--- config.mk ---
export PLATFORM = sky130hd
export DESIGN_NAME = hyper_cmd_seq
export DESIGN_NICKNAME = d
export VERILOG_FILES = /design/src/rtl/hyper_cmd_seq.sv
export SDC_FILE = /design/constraint.sdc
export NUM_CORES = 1
export LEC_CHECK = 0
export BUFFER_PORTS_ARGS = -buffer_cell sky130_fd_sc_hd__buf_4
export CELL_PAD_IN_SITES_DETAIL_PLACEMENT = 1
export CELL_PAD_IN_SITES_GLOBAL_PLACEMENT = 1
export CORE_MARGIN = 5
export CORE_UTILIZATION = 47
export CTS_BUF_LIST = sky130_fd_sc_hd__clkbuf_16
export CTS_CLUSTER_DIAMETER = 60
export DETAILED_ROUTE_END_ITERATION = 7
export PLACE_DENSITY = 0.79
export SLEW_MARGIN = 10
export SYNTH_ARGS = -nofsm -noshare
export SYNTH_HDL_FRONTEND = slang
export SYNTH_SLANG_ARGS = --single-unit
--- constraint.sdc ---
create_clock -name clk -period 4 [get_ports clk]
set_input_delay 1 -clock clk [delete_from_list [all_inputs] [get_ports clk]]
set_output_delay 1 -clock clk [all_outputs]
set_load 0.01 [all_outputs]
--- src/rtl/hyper_cmd_seq.sv ---
// Command sequencer in front of hyper_xface: power-up hold-off, command FIFO,
// one-at-a-time request issue and read-data return.
module hyper_cmd_seq #(
    parameter int STARTUP_CYCLES = 1800,
    parameter int FIFO_DEPTH     = 4,
    parameter int BUSY_TIMEOUT   = 15
) (
    input  logic        clk,
    input  logic        reset,
    input  logic        cmd_valid,
    output logic        cmd_ready,
    input  logic        cmd_we,
    input  logic [31:0] cmd_addr,
    input  logic [31:0] cmd_wdata,
    input  logic [3:0]  cmd_be,
    output logic        rsp_valid,
    output logic [31:0] rsp_data,
    output logic        init_done,
    output logic        err,
    output logic        rd_req,
    output logic        wr_req,
    output logic [31:0] addr,
    output logic [31:0] wr_d,
    output logic [3:0]  wr_byte_en,
    output logic [5:0]  rd_num_dwords,
    input  logic        busy,
    input  logic [31:0] rd_d
);

    localparam int AW = (FIFO_DEPTH > 1) ? $clog2(FIFO_DEPTH) : 1;
    localparam int CW = $clog2(STARTUP_CYCLES + 1);
    localparam int TW = $clog2(BUSY_TIMEOUT + 1);
    localparam int EW = 1 + 32 + 32 + 4;

    typedef enum logic [2:0] {
        ST_STARTUP,
        ST_IDLE,
        ST_ISSUE,
        ST_WAIT_BUSY,
        ST_WAIT_DONE
    } state_t;

    state_t        state_q, state_d;
    logic [CW-1:0] st_cnt_q, st_cnt_d;
    logic [TW-1:0] tmo_q, tmo_d;
    logic          init_q, init_d;
    logic          err_q, err_d;
    logic          cur_we_q, cur_we_d;
    logic          rd_req_q, rd_req_d;
    logic          wr_req_q, wr_req_d;
    logic          rsp_valid_q, rsp_valid_d;
    logic [31:0]   rsp_data_q, rsp_data_d;
    logic [31:0]   addr_q, addr_d;
    logic [31:0]   wr_d_q, wr_d_d;
    logic [3:0]    be_q, be_d;

    logic [EW-1:0] mem_q [FIFO_DEPTH];
    logic [EW-1:0] mem_d [FIFO_DEPTH];
    logic [AW-1:0] wr_ptr_q, wr_ptr_d;
    logic [AW-1:0] rd_ptr_q, rd_ptr_d;
    logic [AW:0]   count_q, count_d;

    logic          push;
    logic          pop;
    logic [EW-1:0] head;
    logic          head_we;
    logic [31:0]   head_addr;
    logic [31:0]   head_wdata;
    logic [3:0]    head_be;

    assign cmd_ready  = (count_q != (AW+1)'(FIFO_DEPTH));
    assign push       = cmd_valid && cmd_ready;
    assign head       = mem_q[rd_ptr_q];
    assign head_we    = head[EW-1];
    assign head_addr  = head[67:36];
    assign head_wdata = head[35:4];
    assign head_be    = head[3:0];

    // Entry layout {we, addr, wdata, be}; pointers wrap naturally at the power-of-2 depth.
    always_comb begin
        mem_d    = mem_q;
        wr_ptr_d = wr_ptr_q;
        rd_ptr_d = rd_ptr_q;
        count_d  = count_q;
        if (push) begin
            mem_d[wr_ptr_q] = {cmd_we, cmd_addr, cmd_wdata, cmd_be};
            wr_ptr_d        = wr_ptr_q + AW'(1);
        end
        if (pop) begin
            rd_ptr_d = rd_ptr_q + AW'(1);
        end
        case ({push, pop})
            2'b10:   count_d = count_q + (AW+1)'(1);
            2'b01:   count_d = count_q - (AW+1)'(1);
            default: count_d = count_q;
        endcase
    end

    always_comb begin
        state_d     = state_q;
        st_cnt_d    = st_cnt_q;
        tmo_d       = tmo_q;
        init_d      = init_q;
        err_d       = err_q;
        cur_we_d    = cur_we_q;
        addr_d      = addr_q;
        wr_d_d      = wr_d_q;
        be_d        = be_q;
        rsp_data_d  = rsp_data_q;
        rsp_valid_d = 1'b0;
        rd_req_d    = 1'b0;
        wr_req_d    = 1'b0;
        pop         = 1'b0;
        case (state_q)
            ST_STARTUP: begin
                st_cnt_d = st_cnt_q + CW'(1);
                if (st_cnt_q == CW'(STARTUP_CYCLES - 1)) begin
                    init_d  = 1'b1;
                    state_d = ST_IDLE;
                end
            end
            ST_IDLE: begin
                // Request strobes are registered so they are high exactly during ISSUE.
                if ((count_q != '0) && !busy) begin
                    pop      = 1'b1;
                    cur_we_d = head_we;
                    addr_d   = head_addr;
                    wr_d_d   = head_wdata;
                    be_d     = head_we ? head_be : 4'h0;
                    rd_req_d = !head_we;
                    wr_req_d = head_we;
                    state_d  = ST_ISSUE;
                end
            end
            ST_ISSUE: begin
                tmo_d   = '0;
                state_d = ST_WAIT_BUSY;
            end
            ST_WAIT_BUSY: begin
                if (busy) begin
                    state_d = ST_WAIT_DONE;
                end else begin
                    tmo_d = tmo_q + TW'(1);
                    if (tmo_d == TW'(BUSY_TIMEOUT)) begin
                        err_d   = 1'b1;
                        state_d = ST_IDLE;
                    end
                end
            end
            ST_WAIT_DONE: begin
                if (!busy) begin
                    if (!cur_we_q) begin
                        rsp_data_d  = rd_d;
                        rsp_valid_d = 1'b1;
                    end
                    state_d = ST_IDLE;
                end
            end
            default: state_d = ST_STARTUP;
        endcase
    end

    always_ff @(posedge clk) begin
        if (reset) begin
            state_q     <= ST_STARTUP;
            st_cnt_q    <= '0;
            tmo_q       <= '0;
            init_q      <= 1'b0;
            err_q       <= 1'b0;
            cur_we_q    <= 1'b0;
            rd_req_q    <= 1'b0;
            wr_req_q    <= 1'b0;
            rsp_valid_q <= 1'b0;
            rsp_data_q  <= '0;
            addr_q      <= '0;
            wr_d_q      <= '0;
            be_q        <= '0;
            wr_ptr_q    <= '0;
            rd_ptr_q    <= '0;
            count_q     <= '0;
        end else begin
            state_q     <= state_d;
            st_cnt_q    <= st_cnt_d;
            tmo_q       <= tmo_d;
            init_q      <= init_d;
            err_q       <= err_d;
            cur_we_q    <= cur_we_d;
            rd_req_q    <= rd_req_d;
            wr_req_q    <= wr_req_d;
            rsp_valid_q <= rsp_valid_d;
            rsp_data_q  <= rsp_data_d;
            addr_q      <= addr_d;
            wr_d_q      <= wr_d_d;
            be_q        <= be_d;
            wr_ptr_q    <= wr_ptr_d;
            rd_ptr_q    <= rd_ptr_d;
            count_q     <= count_d;
        end
    end

    always_ff @(posedge clk) begin
        mem_q <= mem_d;
    end

    assign rsp_valid     = rsp_valid_q;
    assign rsp_data      = rsp_data_q;
    assign init_done     = init_q;
    assign err           = err_q;
    assign rd_req        = rd_req_q;
    assign wr_req        = wr_req_q;
    assign addr          = addr_q;
    assign wr_d          = wr_d_q;
    assign wr_byte_en    = be_q;
    assign rd_num_dwords = 6'h1;

endmodule

==> metrics.md, run 1 <==
| Metric | Value |
|---|---|
| Met1 Usage GRT | `between 20% and 30%` |
| Post-synthesis register bit count | `407` |
| Routing usage on met3 | `5.07%` |
| GPL Wtd Cong | `about 0.7` |
| Worst reg-to-reg path cell count | `9` |
| WHS | `0.454 ns` |
| Post-layout nets | `1,309` |
| Tcrit/Tclk final | `71.4%` |
| Full die area | `35,900 µm²` |
| Total congestion overflow | `0` |
| Clk_lat worst skew | `0.54 ns` |
| Worst hold path class | `reg2reg` |
| Initial antenna violation count | `4` |
| PnR Total Power | `8.85 mW` |
| Initial Utilization | `about 48%` |
| RSZ-0062 raised after global routing | `no` |
| Netlist cell types | `42` |
| Worst hold endpoint | `rsp_data[0]$_SDFFE_PP0P_` |
| Pwr/cell area | `between 400 and 500 nW/µm²` |
| Final setup violation count | `0` |
| Layout cell share with drive strength beyond 1 | `34.6%` |
| Status | `finished clean` |
| Fillcell total | `3,024` |
| Clock skew | `between 0.02 and 0.03 ns` |
| Mapped Area | `around 15,000 µm²` |
| Layer with the highest usage | `met2` |
| Initial DRC count | `420` |
| Fmax | `350 MHz` |
| Crit Path Class | `in2reg` |
| Vias in the first global route | `9,707` |
| CP endpoint kind | `flip-flop` |
| Antenna-violating nets left | `0` |
| Post-cts sizing count | `0` |
| Critical Path Source Type | `input port` |
| Reg2reg start | `state_q[0]$_SDFFE_PP0P_` |
| Primary FF master, synth | `edfxtp_1` |
| Setup repair bufs after CTS | `0` |
| Hold Path Depth | `2` |
| CTS tree | `yes` |
| Leak Pwr | `6.36 nW` |
| # DRC | `0` |
| Max Slew Vio Count | `0` |
| Post-DP HPWL | `21.3 mm` |
| CTS root buf | `clkbuf_16` |
| Routed vias/inst | `about 5.4` |
| Cts hold-fix bufs | `0` |
| Final hold violations | `0` |
| ANT cells | `0` |
| Worst Max-Slew Pin Slew | `1.17 ns` |
| CTS max path bufs | `3` |
| Reg2Reg Setup Slack | `1.15 ns` |
| Inserted Clock Buffers | `43` |
| Max_cap viols | `0` |
| Cell Rows | `65` |
| Synth Instances | `a little under 1,000` |
| VDD IR max | `0.388 mV` |
| Die Ht | `189 µm` |
| Slew HR | `around 22%` |
| Die width | `189 µm` |
| Layout area overhead | `21.9%` |
| WP data required | `4.44 ns` |
| CORE AREA | `31,600 µm²` |
| CP max-delay cell | `or4_4` |
| Clk sinks | `407` |
| Reg-to-reg endpoint | `count_q[2]$_SDFFE_PP0P_` |
| Routed wire length | `approximately 35 mm` |
| DRT Pass-1 Iters | `5` |
| Clock transition at the registers of the reported paths | `0.06 ns` |
| First-pass GRT wire length | `55.5 mm` |
| Largest net degree at the start of global routing | `71` |
| Avg WL per Cell | `21.6 µm` |
| Crit-path cells | `buf_4 -> or4_4 -> clkinv_4 -> ha_1 -> inv_1 -> fa_1 -> xor2_1 -> or3_1 -> a21oi_1` |
| CTS H-tree lvls | `2` |
| Synth async-reset ratio | `0%` |
| Ports | `217` |
| Arr. time, crit path | `3.30 ns` |
| Hold_sp | `rsp_data[0]$_SDFFE_PP0P_` |
| Seq/Total Area, Yosys | `72.1%` |
| Minimum clock period | `between 2 and 3 ns` |
| Routed via count | `8,807` |
| YS warnings | `0` |
| Max stage delay on crit path | `0.54 ns` |
| Number of synthesized flops with an enable pin | `276` |
| Met2 usage | `between 30 and 40%` |
| # port buffers | `210` |
| Tot GR Track Use | `19.6%` |
| Final TNS setup | `0 ns` |
| Syn_area_per_cell | `roughly 15 µm²` |
| Worst-path fanout max | `26` |
[worst max-delay path: cells and delay by family]
family | cells | cell delay, ns
and+or+nand+nor | 2 | 0.86
adders and majority gates | 2 | 0.62
buffers and inverters | 3 | 0.46
xor gates and xnor gates | 1 | 0.17
AOI/OAI and AO/OA | 1 | 0.16
[logic make-up (layout without fill, tap and decap cells)]
| logic type | Yosys count | in the layout | synth area share [%] |
|---|---|---|---|
| compound gates | 130 | 130 | 5.16 |
| xor+xnor | 14 | 14 | 0.810 |
| fa+ha+maj | 9 | 9 | 0.794 |
| buf+inv | 73 | 316 | 2.55 |
| flops | 407 | 407 | 72.1 |
| mux | 71 | 71 | 10.4 |
| other cells | 2 | 6 | 0.0496 |
| simple gates | 277 | 277 | 8.15 |
[where the power goes]
group | total (mW) | internal (mW) | switching, mW | leakage [nW]
clock network | 3.83 | 2.23 | 1.60 | 0.689
registers | 4.68 | 4.64 | 0.0359 | 3.59
logic | 0.344 | 0.149 | 0.195 | 2.08
total | 8.85 | 7.02 | 1.83 | 6.36
[cell type report]
type	instances	area, µm²	area share, %
sequential	407	10900	59.2
clock inverter	37	292	1.58
clock buffer	43	1080	5.83
inverter	11	46.3	0.251
tap	402	503	2.73
multi-input combinational	507	3880	21.0
timing repair buffer	225	1740	9.43
[placed cells by master, fill, tap and decap left out, types with 2 or more instances in the layout]
| cell type | n |
|---|---|
| nand4_1 | 2 |
| and3_1 | 3 |
| nand2_1 | 173 |
| xor2_1 | 9 |
| xnor2_1 | 5 |
| bufinv_16 | 4 |
| nor2_1 | 34 |
| or3_1 | 3 |
| nand3b_1 | 3 |
| a21oi_1 | 83 |
| clkinvlp_4 | 3 |
| clkinv_1 | 12 |
| clkbuf_16 | 43 |
| a21oi_2 | 30 |
| a22oi_1 | 4 |
| nand3_1 | 6 |
| mux2i_1 | 2 |
| clkinv_4 | 3 |
| buf_4 | 221 |
| o21ai_0 | 10 |
| dfxtp_1 | 129 |
| nand2_2 | 31 |
| and3_4 | 4 |
| nor3_1 | 4 |
| conb_1 | 6 |
| edfxtp_1 | 276 |
| and2_1 | 3 |
| ha_1 | 8 |
| inv_6 | 4 |
| dfxtp_4 | 2 |
| buf_12 | 4 |
| a31oi_1 | 2 |
| mux4_2 | 69 |
| clkinv_2 | 5 |
| nand2b_1 | 2 |
| inv_1 | 17 |
[synthesized netlist by cell type, drive strengths merged, types with 3 or more instances]
library cell / instances / share of area, %
a21oi: 113 / 4.5
a22oi: 4 / 0.20
and2: 3 / 0.12
and3: 7 / 0.29
buf: 32 / 1.5
clkbuf: 30 / 0.74
dfxtp: 131 / 17
edfxtp: 276 / 55
ha: 8 / 0.66
inv: 10 / 0.25
mux4: 69 / 10
nand2: 204 / 5.6
nand2b: 3 / 0.14
nand3: 6 / 0.20
nand3b: 3 / 0.15
nor2: 34 / 0.84
nor3: 5 / 0.24
o21ai: 10 / 0.33
or3: 3 / 0.12
xnor2: 5 / 0.29
xor2: 9 / 0.52
[layer usage]
layer,vias up,routed length [µm]
met4,8,649
met5,-,67
met2,254,17700
met1,4469,14500
met3,55,2340
li1,4021,-
[flip-flops by register name (all words and copies together) (netlist names)]
signal      flops
rd_req          1
addr           32
rd_ptr_q        2
init_done       1
st_cnt_q       11
cur_we_q        1
rsp_valid       1
rsp_data       32
wr_d           32
count_q         3
mem_q         276
wr_byte_en      4
err             1
state_q         3
wr_ptr_q        2
wr_req          1
tmo_q           4
[how the worst max path moves through the flow]
stage	startpoint	end	slack, ns	cells after the start
after detailed placement	busy	count_q[2]$_SDFFE_PP0P_	0.65	9
after floorplan	busy	count_q[2]$_SDFFE_PP0P_	0.88	10
final	busy	count_q[2]$_SDFFE_PP0P_	1.14	9
after CTS	state_q[0]$_SDFFE_PP0P_	count_q[2]$_SDFFE_PP0P_	1.15	9
after global routing	state_q[0]$_SDFFE_PP0P_	count_q[2]$_SDFFE_PP0P_	1.04	9
after global placement	busy	count_q[2]$_SDFFE_PP0P_	0.69	9
[metrics by stage]
stage	instance area, µm²	cells	worst slack [ns]	utilization, %
detailed placement	17100	1552	0.647	54.0
CTS	18500	1632	1.15	58.3
global placement	17100	1552	0.694	54.0
global route	18500	1632	1.04	58.3
floorplan	15200	987	0.885	-
finish	18500	1632	1.14	58.3
(Power assumes the default switching activity.)
==> run 2, diff against run 1 <==
--- a/config.mk
+++ b/config.mk
@@ -9,11 +9,11 @@
 export CELL_PAD_IN_SITES_DETAIL_PLACEMENT = 1
 export CELL_PAD_IN_SITES_GLOBAL_PLACEMENT = 1
 export CORE_MARGIN = 5
-export CORE_UTILIZATION = 47
+export CORE_UTILIZATION = 43
 export CTS_BUF_LIST = sky130_fd_sc_hd__clkbuf_16
 export CTS_CLUSTER_DIAMETER = 60
 export DETAILED_ROUTE_END_ITERATION = 7
-export PLACE_DENSITY = 0.79
+export PLACE_DENSITY = 0.76
 export SLEW_MARGIN = 10
 export SYNTH_ARGS = -nofsm -noshare
 export SYNTH_HDL_FRONTEND = slang
==> constraint.sdc (replaced) <==
create_clock -name clk -period 2.4 [get_ports clk]
set_input_delay 0.6 -clock clk [delete_from_list [all_inputs] [get_ports clk]]
set_output_delay 0.6 -clock clk [all_outputs]
set_load 0.01 [all_outputs]
==> run 2 against run 1 <==
  * Cell count is 4.6% higher
  * Clock power up 67%
  * Clock-buffer cell count increased by 2
  * Sequential share of layout area down 1.0 points
  * Sequential power up 66%
  * Clock skew up 0.00098 ns
  * First-iteration DRC count decreased by 8.6%
  * Critical path depth did not move
  * Critical endpoint unchanged
==> metrics.md, run 2 (synthesis gave the netlist of run 1 again) <==
| Metric | Value |
|---|---|
| Fmax | `roughly 440 MHz` |
| Register area | `10,900 µm²` |
| Status | `finished clean` |
| Layout cell share with drive strength beyond 1 | `36.1%` |
| Leak Pwr | `6.51 nW` |
| Cts hold-fix bufs | `0` |
| Setup repair bufs after CTS | `0` |
| Post-route insts no fill | `1,707` |
| Tot GR Track Use | `around 18%` |
| # DRC | `0` |
| Routed via count | `~8,800` |
| Clk sinks | `407` |
| CP endpoint kind | `flip-flop` |
| Pwr/cell area | `788 nW/µm²` |
| DRT Pass-1 Iters | `4` |
| WP data required | `2.85 ns` |
| Post-cts sizing count | `0` |
| Largest Register | `mem_q` |
| GPL Wtd Cong | `between 0.7 and 0.8` |
| Worst-path fanout max | `3` |
| Slew HR | `approximately 36%` |
| Cell Rows | `68` |
| Tcrit/Tclk final | `95.7%` |
| Ports | `217` |
| Max reg flops | `276` |
| Clock skew | `0.0260 ns` |
| Worst hold path class | `in2reg` |
| Multi-input gate area | `3900 µm²` |
| Initial Utilization | `43.7%` |
| CORE AREA | `around 35,000 µm²` |
| Inserted Clock Buffers | `44` |
| Full die area | `39,100 µm²` |
| Commonest non-fill, non-tap cell in the layout | `edfxtp_1` |
| CTS tree | `yes` |
| Clock transition at the registers of the reported paths | `around 0.060 ns` |
| Initial DRC count | `roughly 380` |
| Die Ht | `198 µm` |
| Max_cap viols | `0` |
| Final hold violations | `0` |
| Antenna-violating nets left | `0` |
| CTS max path bufs | `3` |
| Arr. time, crit path | `approximately 2.8 ns` |
| CTS H-tree lvls | `2` |
| Clk_lat worst skew | `0.54 ns` |
| Max stage delay on crit path | `0.51 ns` |
| Routed wire length | `35.5 mm` |
| First-pass GRT wire length | `54.7 mm` |
| Total congestion overflow | `0` |
| Initial antenna violation count | `2` |
| Final setup violation count | `0` |
| Design area | `18,800 µm²` |
| Vias in the first global route | `9,425` |
| CP max-delay cell | `or4_4` |
| # port buffers | `210` |
| DP Area | `approximately 17,000 µm²` |
| Critical Path Source Type | `flip-flop` |
| Routed vias/inst | `5.13` |
| Largest net degree at the start of global routing | `between 70 and 80` |
| Die width | `198 µm` |
| Layout area overhead | `24.0%` |
| Post-layout nets | `approximately 1,300` |
| Final TNS setup | `0 ns` |
| Crit Path Class | `reg2reg` |
| Minimum clock period | `approximately 2.3 ns` |
| CTS root buf | `clkbuf_16` |
| Placed cells | `1,624` |
| Post-DP HPWL | `22.4 mm` |
| Crit-path cells | `nor3_1 -> or4_4 -> clkinv_4 -> ha_4 -> inv_2 -> fa_2 -> xor2_1 -> or3_1 -> a21oi_2` |
| Worst Max-Slew Pin Slew | `0.957 ns` |
| Max Slew Vio Count | `0` |
| Critical path's top delay family | `simple AND/OR/NAND/NOR gates` |
| Commonest non-fill, non-tap cells in the layout | `edfxtp_1, buf_4, nand2_1, dfxtp_1, a21oi_1` |
| VDD IR max | `roughly 0.73 mV` |
| Crit path buf inv count | `2` |
| Avg WL per Cell | `20.8 µm` |
| Fillcell total | `3,296` |
## run 2: cell count changes in the layout (fill, tap and decap cells not counted), moves of 2 or more
cell,delta
buf_4,+12
buf_12,+6
clkinv_2,+4
clkinvlp_4,-3
inv_1,+3
clkbuf_16,+2
clkinv_1,-2
dfxtp_1,-2
dfxtp_2,+2
## run 2: worst paths after layout
path	startpoint	endpoint	slack, ns	cells after the start
worst max-delay path	count_q[0]$_SDFFE_PP0P_	count_q[2]$_SDFFE_PP0P_	0.10	9
worst min-delay path	cmd_addr[25]	mem_q[130]$_DFFE_PP_	0.25	1
worst max register to register	count_q[0]$_SDFFE_PP0P_	count_q[2]$_SDFFE_PP0P_	0.10	9
worst min register to register	rsp_data[28]$_SDFFE_PP0P_	rsp_data[28]$_SDFFE_PP0P_	0.46	2
## run 2: area by class of cell
cell class | instances | area share, %
Sequential cell | 407 | 58.2
Multi-Input combinational cell | 507 | 20.8
Timing Repair Buffer | 244 | 10.4
Clock buffer | 45 | 6.00
Tap cell | 455 | 3.03
Clock inverter | 37 | 1.33
Inverter | 11 | 0.247
Antenna cell | 1 | 0.0133
## run 2: per-layer routing
| metal | part of all wire [%] | GRT usage (%) | wire, µm | up-vias |
|---|---|---|---|---|
| met5 | 0.11 | 0 | 40 | - |
| met2 | 51 | 30.9 | 18100 | 195 |
| met1 | 42 | 23.5 | 15000 | 4449 |
| met4 | 1.6 | 3.85 | 553 | 4 |
| li1 | - | - | - | 4064 |
| met3 | 5.3 | 3.97 | 1880 | 47 |
## run 2: per-stage QoR
step	setup slack, ns	power (mW)	hold WS [ns]	utilization [%]
2_1_floorplan	-0.107	8.20	0.458	-
3_3_place_gp	-0.0493	8.50	0.442	50.2
3_5_place_dp	-0.0777	8.54	0.451	50.2
4_1_cts	0.0943	15.0	0.225	54.2
5_1_grt	-0.00932	15.4	0.228	54.2
6_report	0.104	14.8	0.249	54.2
## run 2: worst register-to-register path: stages (launching register included)
cell and delay (ns):
dfxtp_1 0.37, nor3_1 0.09, or4_4 0.51, clkinv_4 0.08, ha_4 0.13, inv_2 0.03, fa_2 0.35, xor2_1 0.19
or3_1 0.37, a21oi_2 0.12
## run 2: power by group
group | switching, mW | leakage (nW) | internal, mW | total, mW
Clock | 2.69 | 0.724 | 3.73 | 6.41
Sequential | 0.0548 | 3.59 | 7.73 | 7.79
Combinational | 0.324 | 2.20 | 0.268 | 0.591
Total | 3.07 | 6.51 | 11.7 | 14.8
